--- src/rtl/instr_encoder.sv ---
// Streaming MIPS-I instruction encoder: packs native fields into 32-bit words and
// expands the LI / LA / MOVE pseudo-ops, with a one-word holding register plus one pending word.
module instr_encoder #(
  parameter int CNT_W = 16
) (
  input  logic             clk,
  input  logic             rst,
  input  logic             in_valid,
  output logic             in_ready,
  input  logic [1:0]       in_pseudo,
  input  logic [5:0]       in_opcode,
  input  logic [5:0]       in_funct,
  input  logic [4:0]       in_rs,
  input  logic [4:0]       in_rt,
  input  logic [4:0]       in_rd,
  input  logic [4:0]       in_shamt,
  input  logic [31:0]      in_imm,
  input  logic [25:0]      in_target,
  output logic             out_valid,
  input  logic             out_ready,
  output logic [31:0]      ir,
  output logic             err_valid,
  output logic [7:0]       exception,
  output logic [CNT_W-1:0] word_count
);

  localparam logic [7:0] TRAP_BAD_INSTRUCTION = 8'h0A;

  localparam logic [1:0] PS_NATIVE = 2'b00;
  localparam logic [1:0] PS_LI     = 2'b01;
  localparam logic [1:0] PS_MOVE   = 2'b10;
  localparam logic [1:0] PS_LA     = 2'b11;

  localparam logic [5:0] OP_SPECIAL = 6'b000000;
  localparam logic [5:0] OP_REGIMM  = 6'b000001;
  localparam logic [5:0] OP_J       = 6'b000010;
  localparam logic [5:0] OP_JAL     = 6'b000011;
  localparam logic [5:0] OP_ADDIU   = 6'b001001;
  localparam logic [5:0] OP_ORI     = 6'b001101;
  localparam logic [5:0] OP_LUI     = 6'b001111;
  localparam logic [5:0] FN_ADDU    = 6'b100001;

  typedef enum logic [1:0] {
    EMPTY     = 2'b00,
    FULL      = 2'b01,
    FULL_PEND = 2'b10
  } state_t;

  state_t           state_q;
  logic [31:0]      ir_q;
  logic [31:0]      pend_q;
  logic             err_q;
  logic [7:0]       exc_q;
  logic [CNT_W-1:0] cnt_q;
  logic [CNT_W-1:0] cnt_d;

  logic [31:0] enc_w0;
  logic [31:0] enc_w1;
  logic        enc_two;
  logic        enc_bad;
  logic        accept;
  logic        consume;
  logic        push;

  function automatic logic native_ok(input logic [5:0] op, input logic [5:0] fn,
                                     input logic [4:0] rt);
    logic ok;
    ok = 1'b0;
    if (op == OP_SPECIAL) begin
      ok = (fn inside {6'b000000, 6'b000010, 6'b000011, 6'b000100, 6'b000110,
                       6'b000111, 6'b001000, 6'b001001, 6'b001100,
                       [6'b100000:6'b100111], 6'b101010, 6'b101011});
    end else if (op == OP_REGIMM) begin
      ok = (rt inside {5'b00000, 5'b00001, 5'b10001});
    end else begin
      ok = (op inside {[6'b000010:6'b001111], 6'b100000, 6'b100011, 6'b100100,
                       6'b101000, 6'b101011});
    end
    return ok;
  endfunction

  always_comb begin
    enc_w0  = 32'd0;
    enc_w1  = 32'd0;
    enc_two = 1'b0;
    enc_bad = 1'b0;
    case (in_pseudo)
      PS_NATIVE: begin
        enc_bad = !native_ok(in_opcode, in_funct, in_rt);
        if (in_opcode == OP_SPECIAL)
          enc_w0 = {in_opcode, in_rs, in_rt, in_rd, in_shamt, in_funct};
        else if (in_opcode == OP_J || in_opcode == OP_JAL)
          enc_w0 = {in_opcode, in_target};
        else
          enc_w0 = {in_opcode, in_rs, in_rt, in_imm[15:0]};
      end
      PS_LI: begin
        // Pick the shortest form that reproduces the full 32-bit constant.
        if ((&in_imm[31:15]) || !(|in_imm[31:15])) begin
          enc_w0 = {OP_ADDIU, 5'd0, in_rt, in_imm[15:0]};
        end else if (in_imm[31:16] == 16'd0) begin
          enc_w0 = {OP_ORI, 5'd0, in_rt, in_imm[15:0]};
        end else if (in_imm[15:0] == 16'd0) begin
          enc_w0 = {OP_LUI, 5'd0, in_rt, in_imm[31:16]};
        end else begin
          enc_w0  = {OP_LUI, 5'd0, in_rt, in_imm[31:16]};
          enc_w1  = {OP_ORI, in_rt, in_rt, in_imm[15:0]};
          enc_two = 1'b1;
        end
      end
      PS_MOVE: begin
        enc_w0 = {OP_SPECIAL, in_rs, 5'd0, in_rd, 5'd0, FN_ADDU};
      end
      PS_LA: begin
        enc_w0  = {OP_LUI, 5'd0, in_rt, in_imm[31:16]};
        enc_w1  = {OP_ORI, in_rt, in_rt, in_imm[15:0]};
        enc_two = 1'b1;
      end
      default: ;
    endcase
  end

  assign in_ready   = (state_q == EMPTY) || ((state_q == FULL) && out_ready);
  assign out_valid  = (state_q != EMPTY);
  assign accept     = in_valid && in_ready;
  assign consume    = out_valid && out_ready;
  assign push       = accept && !enc_bad;
  assign cnt_d      = cnt_q + CNT_W'(1);

  always_ff @(posedge clk or posedge rst) begin
    if (rst) begin
      state_q <= EMPTY;
      ir_q    <= 32'd0;
      pend_q  <= 32'd0;
      err_q   <= 1'b0;
      exc_q   <= 8'd0;
      cnt_q   <= '0;
    end else begin
      err_q <= accept && enc_bad;
      exc_q <= (accept && enc_bad) ? TRAP_BAD_INSTRUCTION : 8'd0;
      if (consume)
        cnt_q <= cnt_d;
      case (state_q)
        EMPTY, FULL: begin
          // In FULL a push is only possible when the held word leaves this same cycle.
          if (push) begin
            ir_q    <= enc_w0;
            pend_q  <= enc_w1;
            state_q <= enc_two ? FULL_PEND : FULL;
          end else if (consume) begin
            state_q <= EMPTY;
          end
        end
        FULL_PEND: begin
          if (consume) begin
            ir_q    <= pend_q;
            pend_q  <= 32'd0;
            state_q <= FULL;
          end
        end
        default: state_q <= EMPTY;
      endcase
    end
  end

  assign ir         = ir_q;
  assign err_valid  = err_q;
  assign exception  = exc_q;
  assign word_count = cnt_q;

endmodule

--- config.mk ---
export PLATFORM = sky130hd
export DESIGN_NAME = instr_encoder
export DESIGN_NICKNAME = d
export VERILOG_FILES = /design/src/rtl/instr_encoder.sv
export SDC_FILE = /design/constraint.sdc
export NUM_CORES = 1
export LEC_CHECK = 0
export ABC_AREA = 1
export BUFFER_PORTS_ARGS = -buffer_cell sky130_fd_sc_hd__buf_2
export CAP_MARGIN = 20
export CORE_ASPECT_RATIO = 0.8
export CORE_UTILIZATION = 48
export CTS_CLUSTER_DIAMETER = 100
export DETAILED_ROUTE_END_ITERATION = 16
export GPL_TIMING_DRIVEN = 0
export MAX_ROUTING_LAYER = met4
export PLACE_DENSITY = 0.78
export SLEW_MARGIN = 20
export SYNTH_ARGS = -nofsm -noshare
export SYNTH_HDL_FRONTEND = slang
export SYNTH_SLANG_ARGS = --single-unit
--- constraint.sdc ---
create_clock -name clk -period 2.2 [get_ports clk]
set_input_delay 0.33 -clock clk [delete_from_list [all_inputs] [get_ports clk]]
set_output_delay 0.33 -clock clk [all_outputs]
set_load 0.01 [all_outputs]
==> flow_results.org <==
** Synthesis
- Yosys printed 0 warnings.
- In this run the cell area of the synthesized design comes to between 5000 and 6000 sq um.
- Synthesis inferred between 70 and 80 register bits.
- Counting distinct cell types in the post-synthesis netlist gives 39.
- In this run the mean area of a mapped cell was 6.73 sq um.
- Mapped Cells :: approximately 770
- Summing the sequential cell areas from Yosys gives between 30% and 40% of the chip area.

** Setup path
- STA classifies the critical path endpoint as a flip-flop.
- In this run the critical register-to-register path is launched from state_q[1].
- Top fanout value on the critical path :: 10
- Critical path type :: reg -> reg
- The worst register-to-register path ends at pend_q[6].
- Cells on worst reg2reg path :: 7
- Crit start category :: flip-flop
- At the worst endpoint, the required time is 2.43 ns.
- CP arrival :: approximately 2.1 ns
- Setup slack of the most critical reg-to-reg path :: 0.30 ns

** Floorplan
- Measured along the x axis, the die boundary spans between 100 and 150 um.
- Die Outline Area :: ~11000 sq um
- The floorplan has 33 rows.
- Area of the core region :: roughly 10000 sq um
- Ports :: around 160
- Measured along the y axis, the die boundary spans 94.9 um.
- Starting Density :: about half

** Routing
- Violation count after the first detailed-route iteration :: slightly below 600
- Drt via density :: 5.37
- In the final routed layout, each cell accounts on average for between 15 and 20 um.
- # DRC :: 0
- Number of nets with antenna violations after routing :: 0
- For this run, the detailed router's first-pass iteration total came to 5.
- Total length of routed wires :: between 15 and 20 mm
- Number of vias after detailed routing :: 5804

** Place
- During placement, the flow inserted port buffers numbering between 100 and 150.
- Summed over all nets, the half-perimeter wirelength after detailed placement is roughly 14 mm.
- Once placement finished, the instance area stood at approximately 6100 sq um.
- Prior to clock tree synthesis, the placed netlist has a worst setup slack of 0.347 ns.
- Gpl congestion :: 1.04
- Dpl cells :: 1063

** Cells and area
- The post-route netlist has around 26% of its cells at a drive strength greater than 1.
- Post-route standard cell area excluding fillers :: around 6500 sq um
- Diodes inserted :: 0
- The library cell used most frequently in the layout, excluding fill and tap cells, is sky130_fd_sc_hd__nand2_1.
- Filler Cell Count :: 1019
- Leading cell types in the layout, fill and taps excluded :: sky130_fd_sc_hd__nand2_1 (220), sky130_fd_sc_hd__buf_2 (162), sky130_fd_sc_hd__nand3_1 (132), sky130_fd_sc_hd__inv_1 (73), sky130_fd_sc_hd__dfrtp_1 (73)
- Count of nets after finishing :: ~1.0k
- Area growth syn-to-layout :: 25.5%
- Finished Layout Cells :: about 1.1k

** STA
- Final hold vios :: 0
- Across the routed clock network, the largest skew measured is 0.00361 ns.
- Based on the critical path, the design can be clocked at up to 525 MHz.
- After layout, the worst path uses between 80% and 90% of the clock period.
- Worst-Margin Slew :: roughly 0.6 ns
- Setup repair after global routing left no endpoint under its margin.
- Setup violations remaining at the end of the flow were counted as 0.
- Worst-case setup margin in the final layout :: between 0.2 and 0.3 ns
- Worst max-slew margin expressed relative to the limit :: between 60% and 70%
- The clock period could shrink to ~1.9 ns.
- The max-slew violation count was 0.

** Global route
- Entering global routing, the biggest net connects 51 pins.
- Number of antenna violations at the first check in global routing :: 0
- Total global routing overflow :: 0
- GR Layer Usage met1 :: between 40 and 50%
- Via count of the first global-routing pass :: 5209
- Global routing consumed, over all layers together, between 30% and 40% of the routing resources.
- Met3 Resource Use GR :: approximately 8.0%
- The first global-routing pass estimated 27.3 mm of wire.
- Global routing usage on met2 :: about 50%
- Most crowded layer after global routing :: met2

** Clock tree
- The H-tree generated during clock tree synthesis spans 3 levels.
- In this run the deepest clock path goes through 2 buffers.
- In this run the clock root is driven by a sky130_fd_sc_hd__clkbuf_16.
- Post-CTS repair changed the size of 0 cells.
- TritonCTS built the clock tree.
- Clock sinks :: 73
- Clock-pin slew on the worst setup and hold paths :: about 0.06 ns
- Number of buffers inserted during clock tree synthesis :: 9
- The clock reaches the later pin of the worst-skew pair after about 0.34 ns.

** Run
- Across the run, the number of max-cap violations was 0.

** Run status
- Run status :: complete, no violations

** Min path
- Worst hold path endpoint :: exception[1]
- The tightest min-delay check is of the in -> reg type.
- Hold path cells :: 3
- The worst hold path begins at in_valid.

** Power and ir drop
- The analysis attributes to cell leakage a power of 3.65 nW.
- Power density over the cells :: slightly above 800 nW/um^2
- VDD sags by at most approximately 450 uV.
- Total power :: 0.00527 W
-- per-stage QoR --
step	util (%)	hold WS, ns	setup TNS, ns
4_1_cts	62.7	0.258	0
3_3_place_gp	59.0	0.481	-66.77
6_report	62.7	0.259	0
2_1_floorplan	-	0.442	0
3_5_place_dp	59.2	0.321	0
5_1_grt	62.7	0.269	0
-- layer usage --
metal / wire length [um] / part of all wire [%] / vias up
met5: 0 / 0 / -
met4: 243 / 1.4 / 0
met3: 1830 / 11 / 29
met2: 7750 / 45 / 330
met1: 7590 / 44 / 2638
li1: - / - / 2807
-- worst max-delay path by stage --
stage | slack [ns] | endpoint | from | cells past startpoint
after floorplan | 0.02 | exception[1] | rst | 1
after detailed placement | 0.35 | pend_q[6] | state_q[0] | 6
after global routing | 0.24 | pend_q[6] | state_q[1] | 7
after CTS | 0.32 | pend_q[6] | state_q[1] | 7
final | 0.30 | pend_q[6] | state_q[1] | 7
after global placement | -0.92 | ir[28] | rst | 2
-- cell usage after synthesis, drive strengths merged --
cell type  number  area share [%]
a21boi          1            0.15
nor2           71             6.2
nor3b           1            0.24
inv            81             5.9
o21ai          15             1.5
o211ai         12             1.7
clkbuf         10            0.73
nand3         135              13
nand4          16             1.9
nor3            3            0.39
conb            1           0.072
dfrtp          73              35
buf            33             4.4
nand2         228              17
nand3b          6            0.87
a31oi           1            0.12
xor2           12             2.0
mux2            1            0.22
o21a            2            0.29
or2            15             1.8
xnor2           3            0.51
a21oi          40             3.9
ha              1            0.24
o22ai           5            0.60
clkinv          2            0.15
o221ai          1            0.17
-- sequential cells by signal (all words and copies together) (netlist names) --
name	count
ir	32
word_count	16
pend_q	22
exception	1
state_q	2
-- final cells by class --
type	instances	area (sq um)	area share, %
buffer	43	265	4.08
clock buffer	11	243	3.74
clock inverter	5	103	1.58
inverter	83	314	4.84
multi-input combinational	575	2790	43.0
sequential	73	1830	28.1
tap	140	175	2.70
timing repair buffer	150	778	12.0
-- cell families after synthesis --
kind of cell | share of synthesized area, %
buf+inv | 11.1
mux | 0.218
fa+ha+maj | 0.242
flops | 35.3
compound gates | 8.46
other cells | 0.0725
simple gates | 42.0
xor+xnor | 2.54
-- timing repair --
item / 4_1_cts / 5_1_grt
hold buffers: 1 / 0
buffers inserted: 0 / 0
endpoints found under the hold margin: 23 / 0
-- worst max-delay path: stages, from the launching register on --
cell                       delay [ns]
sky130_fd_sc_hd__dfrtp_1         0.36
sky130_fd_sc_hd__inv_1           0.10
sky130_fd_sc_hd__nor2_2          0.36
sky130_fd_sc_hd__nand2_2         0.18
sky130_fd_sc_hd__buf_2           0.25
sky130_fd_sc_hd__clkbuf_1        0.30
sky130_fd_sc_hd__nand3_1         0.18
sky130_fd_sc_hd__nand2_1         0.06
-- report_power, final --
| part | switching (W) | total [W] | internal, W | leakage, nW |
|---|---|---|---|---|
| registers | 0.000231 | 0.00191 | 0.00168 | 0.940 |
| clock network | 0.000558 | 0.00169 | 0.00114 | 0.166 |
| logic | 0.00101 | 0.00166 | 0.000648 | 2.54 |
| total | 0.00180 | 0.00527 | 0.00347 | 3.65 |
Power figures use the tool's default switching activity.
